[config.mk]
export PLATFORM = sky130hd
export DESIGN_NAME = cpu_program_counter
export DESIGN_NICKNAME = d
export VERILOG_FILES = /design/src/rtl/cpu_program_counter_pkg.sv /design/src/rtl/cpu_program_counter_return_stack.sv /design/src/rtl/cpu_program_counter.sv
export SDC_FILE = /design/constraint.sdc
export NUM_CORES = 1
export LEC_CHECK = 0
export CORE_ASPECT_RATIO = 0.75
export CORE_MARGIN = 3
export CORE_UTILIZATION = 45
export CTS_BUF_LIST = sky130_fd_sc_hd__clkbuf_8 sky130_fd_sc_hd__clkbuf_16
export DETAILED_ROUTE_END_ITERATION = 7
export PLACE_DENSITY = 0.83
export SKIP_LAST_GASP = 1
export SLEW_MARGIN = 20
export SYNTH_ARGS = -nofsm -noshare
export SYNTH_HDL_FRONTEND = slang
export SYNTH_SLANG_ARGS = --single-unit
[constraint.sdc]
create_clock -name clk -period 1.75 [get_ports clk]
set_input_delay 0.175 -clock clk [delete_from_list [all_inputs] [get_ports clk]]
set_output_delay 0.175 -clock clk [all_outputs]
set_load 0.05 [all_outputs]
[src/rtl/cpu_program_counter_pkg.sv]
// -----------------------------------------------------------------------------
// cpu_program_counter_pkg
// Shared CPU definitions for the program counter and its return stack:
//   - default program-address width and reset vector
//   - pc_op encodings requested by the instruction decoder
//   - BOOT/RUN state encoding of the program counter FSM
//   - helper that folds unused pc_op codes onto NEXT
// -----------------------------------------------------------------------------
package cpu_program_counter_pkg;

  localparam int                PC_WIDTH_DEF     = 9;
  localparam logic [PC_WIDTH_DEF-1:0] RESET_VECTOR_DEF = 9'h1FF;
  localparam int                STACK_DEPTH      = 2;

  typedef enum logic [2:0] {
    PC_NEXT = 3'b000,
    PC_SKIP = 3'b001,
    PC_GOTO = 3'b010,
    PC_CALL = 3'b011,
    PC_RET  = 3'b100
  } pc_op_e;

  typedef enum logic {
    ST_BOOT = 1'b0,
    ST_RUN  = 1'b1
  } pc_state_e;

  // Codes 101..111 are not assigned to any operation and behave as NEXT.
  function automatic pc_op_e decode_pc_op(input logic [2:0] raw);
    case (raw)
      3'b001:  return PC_SKIP;
      3'b010:  return PC_GOTO;
      3'b011:  return PC_CALL;
      3'b100:  return PC_RET;
      default: return PC_NEXT;
    endcase
  endfunction

endpackage

[src/rtl/cpu_program_counter_return_stack.sv]
// -----------------------------------------------------------------------------
// cpu_return_stack
// Two-entry hardware return stack. A push shifts stack0 into stack1 and stores
// the new address in stack0 (a third nested push silently drops the oldest
// entry). A pop exposes stack1 in stack0 and leaves stack1 in place, so the
// bottom level duplicates and an empty pop just returns stack0.
//
// Optional feature (macro CPU_STACK_ERR_EN): a saturating depth counter
// (0..2) drives sticky overflow/underflow flags, cleared only by reset.
//
// Ports:
//   clk_i        clock, rising edge
//   rst_ni       asynchronous active-low reset (clears both entries)
//   push_i       store push_data_i on top of the stack
//   pop_i        discard the top entry
//   push_data_i  address to push
//   top_o        current top of stack (stack0)
//   stk_ovf_o    sticky: push while full          (CPU_STACK_ERR_EN only)
//   stk_unf_o    sticky: pop while empty          (CPU_STACK_ERR_EN only)
// -----------------------------------------------------------------------------
module cpu_return_stack
  import cpu_program_counter_pkg::*;
#(
  parameter int PC_WIDTH = PC_WIDTH_DEF
) (
  input  logic                clk_i,
  input  logic                rst_ni,
  input  logic                push_i,
  input  logic                pop_i,
  input  logic [PC_WIDTH-1:0] push_data_i,
  output logic [PC_WIDTH-1:0] top_o
`ifdef CPU_STACK_ERR_EN
  ,
  output logic                stk_ovf_o,
  output logic                stk_unf_o
`endif
);

  logic [PC_WIDTH-1:0] stack0_q;
  logic [PC_WIDTH-1:0] stack1_q;

  always_ff @(posedge clk_i or negedge rst_ni) begin
    if (!rst_ni) begin
      stack0_q <= '0;
      stack1_q <= '0;
    end else if (push_i) begin
      stack1_q <= stack0_q;
      stack0_q <= push_data_i;
    end else if (pop_i) begin
      stack0_q <= stack1_q;
    end
  end

  assign top_o = stack0_q;

`ifdef CPU_STACK_ERR_EN
  logic [1:0] depth_q;
  logic       ovf_q;
  logic       unf_q;

  always_ff @(posedge clk_i or negedge rst_ni) begin
    if (!rst_ni) begin
      depth_q <= 2'd0;
      ovf_q   <= 1'b0;
      unf_q   <= 1'b0;
    end else if (push_i) begin
      if (depth_q == 2'(STACK_DEPTH)) ovf_q   <= 1'b1;
      else                            depth_q <= depth_q + 2'd1;
    end else if (pop_i) begin
      if (depth_q == 2'd0) unf_q   <= 1'b1;
      else                 depth_q <= depth_q - 2'd1;
    end
  end

  assign stk_ovf_o = ovf_q;
  assign stk_unf_o = unf_q;
`endif

endmodule

[src/rtl/cpu_program_counter.sv]
// -----------------------------------------------------------------------------
// cpu_program_counter
// Program counter with a two-level return stack for a two-stage
// (fetch / execute) CPU. pc_out always addresses the instruction following the
// one held in the instruction register; any change of flow therefore makes
// the already-fetched word stale, which is signalled by the registered flush
// output for one unstalled cycle.
//
// Optional feature: define CPU_STACK_ERR_EN to add the stk_ovf / stk_unf
// sticky error outputs of the return stack.
//
// Ports:
//   clk               clock, rising edge
//   rst               asynchronous active-low reset
//   stall             hold all state, suppress load_instruction
//   pc_op[2:0]        NEXT / SKIP / GOTO / CALL / RETURN (101-111 = NEXT)
//   target            GOTO target; CALL uses the low 8 bits only
//   pcl_write         decoder writes PCL this cycle (wins over pc_op)
//   pcl_data[7:0]     new PCL value
//   pc_out            registered program-memory fetch address
//   load_instruction  instruction register captures the program word
//   flush             instruction register holds a discarded prefetch
//   stk_ovf, stk_unf  sticky stack errors (CPU_STACK_ERR_EN only)
// -----------------------------------------------------------------------------
module cpu_program_counter
  import cpu_program_counter_pkg::*;
#(
  parameter int                  PC_WIDTH     = PC_WIDTH_DEF,
  parameter logic [PC_WIDTH-1:0] RESET_VECTOR = PC_WIDTH'(RESET_VECTOR_DEF)
) (
  input  logic                clk,
  input  logic                rst,
  input  logic                stall,
  input  logic [2:0]          pc_op,
  input  logic [PC_WIDTH-1:0] target,
  input  logic                pcl_write,
  input  logic [7:0]          pcl_data,
  output logic [PC_WIDTH-1:0] pc_out,
  output logic                load_instruction,
  output logic                flush
`ifdef CPU_STACK_ERR_EN
  ,
  output logic                stk_ovf,
  output logic                stk_unf
`endif
);

  pc_state_e           state_q, state_d;
  logic [PC_WIDTH-1:0] pc_q, pc_d;
  logic                flush_q, flush_d;
  logic                push, pop;
  logic [PC_WIDTH-1:0] stk_top;
  logic [PC_WIDTH-1:0] pc_inc;
  pc_op_e              op;

  assign pc_inc = pc_q + PC_WIDTH'(1);
  assign op     = decode_pc_op(pc_op);

  always_comb begin
    state_d = state_q;
    pc_d    = pc_q;
    flush_d = flush_q;
    push    = 1'b0;
    pop     = 1'b0;
    if (!stall) begin
      if (state_q == ST_BOOT) begin
        // The reset vector was fetched during BOOT; just move on to the next word.
        state_d = ST_RUN;
        pc_d    = pc_inc;
        flush_d = 1'b0;
      end else if (flush_q) begin
        // The instruction register holds a dead prefetch: ignore its decode.
        pc_d    = pc_inc;
        flush_d = 1'b0;
      end else if (pcl_write) begin
        pc_d    = PC_WIDTH'(pcl_data);
        flush_d = 1'b1;
      end else begin
        case (op)
          PC_SKIP: begin
            pc_d    = pc_inc;
            flush_d = 1'b1;
          end
          PC_GOTO: begin
            pc_d    = target;
            flush_d = 1'b1;
          end
          PC_CALL: begin
            // pc_out already points past the CALL, so it is the return address.
            pc_d    = PC_WIDTH'(target[7:0]);
            flush_d = 1'b1;
            push    = 1'b1;
          end
          PC_RET: begin
            pc_d    = stk_top;
            flush_d = 1'b1;
            pop     = 1'b1;
          end
          default: begin
            pc_d    = pc_inc;
            flush_d = 1'b0;
          end
        endcase
      end
    end
  end

  always_ff @(posedge clk or negedge rst) begin
    if (!rst) begin
      state_q <= ST_BOOT;
      pc_q    <= RESET_VECTOR;
      flush_q <= 1'b0;
    end else begin
      state_q <= state_d;
      pc_q    <= pc_d;
      flush_q <= flush_d;
    end
  end

  cpu_return_stack #(
    .PC_WIDTH(PC_WIDTH)
  ) u_stack (
    .clk_i       (clk),
    .rst_ni      (rst),
    .push_i      (push),
    .pop_i       (pop),
    .push_data_i (pc_q),
    .top_o       (stk_top)
`ifdef CPU_STACK_ERR_EN
    ,
    .stk_ovf_o   (stk_ovf),
    .stk_unf_o   (stk_unf)
`endif
  );

  assign pc_out           = pc_q;
  assign flush            = flush_q;
  assign load_instruction = (state_q == ST_RUN) && !stall;

endmodule

==> reports/results.txt <==
Setup TNS Final: 0 ns
DR iter-0 viols: 139
Async S/R FF share, synth: 100%
# IOs: 35
Synthesized area: 0.00170 mm^2
Placer Congestion: 0.899
WHS: 0.272 ns
CTS Sinks: 29
Pint: 1470 uW
Worst EP required: 1.96 ns
Area after DPL: 0.00226 mm^2
RSZ-0062 raised after global routing: yes
Area leader, netlist: dfrtp_1
Final min period: 1.72 ns
Share of layout cells above drive strength 1: 31.3%
FMAX: 582 MHz
R2r setup slk: 0.03 ns
Pins Over Slew Limit: 0
Total track usage: 24.0%
Number of synthesized flops with an enable pin: 0
Hold crit path type: in2async
Critical path origin: pc_out[1]$_DFFE_PN1N_
Setup Viol. Count Final: 0
Max-Cap Viols: 0
Synth Register Bits: 29
Placement row count: 18
Vias: 1615
Top Family by Delay on Critical Path: simple AND/OR/NAND/NOR gates
Slew headroom: 54.6%
Leading post-synthesis cells by cell area: dfrtp_1 30%, dfstp_2 14%, mux2_2 6.0%
Layout area overhead: 40.1%
Largest stage delay, worst path: 0.63 ns
Final Worst Setup Slack: 0.0303 ns
Post-route ant nets: 0
Final hold viol count: 0
Clock latency on the worst-skew pair: 0.29 ns
CP max-delay cell: dfstp_4
Pwr/cell area: 1010 mW/mm^2
Yosys top cell area share: 29.5%
Layout Cell Area excl Fill: 0.00237 mm^2
CP max FO: 4
Final Net Count: 248
P_leak: 0.000959 uW
Worst-path clk slew: 0.06 ns
Final period util: 98.3%
Fraction of power consumed by the clock network: 23.4%
Setup CP Type: reg2reg
Worst-margin pin slew: 0.679 ns
Final worst clock skew: 0.00478 ns
Max IR drop VDD: 0.785 mV
Endpoint class of the critical path: register
Largest net degree at the start of global routing: 30
Ys flop type: dfrtp_1
Total Wirelength: 4880 um
Netlist cell types: 49
Initial antenna violation count: 0
Mean number of vias per cell: 5.89
Flop pwr share: 38.4%
Vias in the first global route: 1698
Setup crit start kind: register
Commonest cells post-synth: 20 x dfrtp_1, 17 x nand2_1, 10 x nand3_1
Sw frac: 38.4%
Comb power frac: 38.2%
Syn Inst Count: 169
Worst Path Buf+Inv: 0
Most numerous cell in the Yosys netlist: dfrtp_1
Syn_area_per_cell: 10.0 um^2
CTS tree: done
Finished Core Util: 68.9%
Crit-path cells: ha_4, nand3_2, or2_4, or4_1, o211ai_1
Initial Utilization: 49.2%
Switching Power: 919 uW
Num CTS Buffers: 5
Die Area: 0.00455 mm^2
Global-route wire length before repair: 8240 um
Worst r2r src: pc_out[1]$_DFFE_PN1N_
Core area: 0.00345 mm^2
Sequential share of the synthesized area: 43.5%
Pre-CTS setup slack: -0.267 ns
Root Buffer: clkbuf_8
H-tree lvl count: 2
Run status: completed
Ys Warns: 0
Routed len/inst: 17.8 um
Critical path arrival: 1.93 ns
Drt drc: 0
CTS max path bufs: 2
Antenna cells: 0
First-pass iteration count of the detailed router: 4
Die Y-Extent: 59.2 um
PortBufs: 34
Remaining Overflow, GRT: 0
Die width: 76.9 um
Syn Nets: 194
DP HPWL: 3600 um
==> cells in the final DEF (no fill, tap or decap), types with 5 or more instances in the layout <==
master | synthesis | layout
clkbuf_8 | 0 | 6
nand3_1 | 10 | 9
mux2i_1 | 9 | 9
dfstp_2 | 9 | 7
dfrtp_1 | 20 | 19
nand2b_1 | 9 | 8
o211ai_1 | 9 | 9
a32o_1 | 5 | 5
mux2_2 | 9 | 8
nand2_1 | 17 | 17
o21ai_1 | 8 | 8
buf_4 | 1 | 31
inv_1 | 5 | 7
clkdlybuf4s50_1 | 0 | 24
==> area by class of cell <==
| class | instances | area, um^2 |
|---|---|---|
| Clock inverter | 2 | 7.51 |
| Clock buffer | 6 | 82.6 |
| Fill cell | 265 | 1070 |
| Sequential cell | 29 | 746 |
| Inverter | 5 | 18.8 |
| Tap cell | 50 | 62.6 |
| Timing Repair Buffer | 57 | 513 |
| Multi-Input combinational cell | 125 | 945 |
==> per-stage QoR <==
stage,instances,total power [uW]
global route,274,2510
finish,274,2390
global placement,266,1780
detailed placement,266,1820
floorplan,169,1460
CTS,274,2390
==> timing repair <==
item,CTS,global route
hold buffers,0,0
endpoints found under the setup margin,0,14
setup buffers,0,0
gates resized for setup,0,5
==> power groups by stage <==
stage                     sequential, uW  clock [uW]  combinational, uW
after floorplan                     1170           0                291
after global placement               922           0                863
after detailed placement             931           0                890
after CTS                            921         571                894
after global routing                 936         601                975
final                                920         559                915
==> worst paths after layout <==
path | endpoint | cells after the start
worst max-delay path | pc_out[6]$_DFFE_PN1N_ | 5
worst min-delay path | u_stack.stack1_q[7]$_DFFE_PN0P_ | 2
worst max register to register | pc_out[6]$_DFFE_PN1N_ | 5
worst min register to register | u_stack.stack1_q[0]$_DFFE_PN0P_ | 1
max in group asynchronous | pc_out[3]$_DFFE_PN1N_ | 2
min in group clk | u_stack.stack1_q[0]$_DFFE_PN0P_ | 1
==> flip-flops by register name, indices dropped and copies added, names as in the netlist <==
register          cells
state_q               1
u_stack.stack1_q      9
u_stack.top_o         9
pc_out                9
flush                 1
==> kinds of logic after synthesis <==
family	Yosys count	synth area share [%]
adders and majority gates	1	0.738
DFF	29	43.5
AOI/OAI and AO/OA	46	20.2
muxes	18	11.3
xor gates and xnor gates	1	0.517
buffers and inverters	15	4.06
and+or+nand+nor	59	19.7
==> per-layer routing <==
metal  routed length (um)  GRT usage [%]  up-vias
met1                 2040           29.0      804
met2                 2430           40.6       47
met5                    0              0        -
li1                     -              -      748
met3                  270           5.62       16
met4                  137           13.2        0
(Power assumes the default switching activity.)
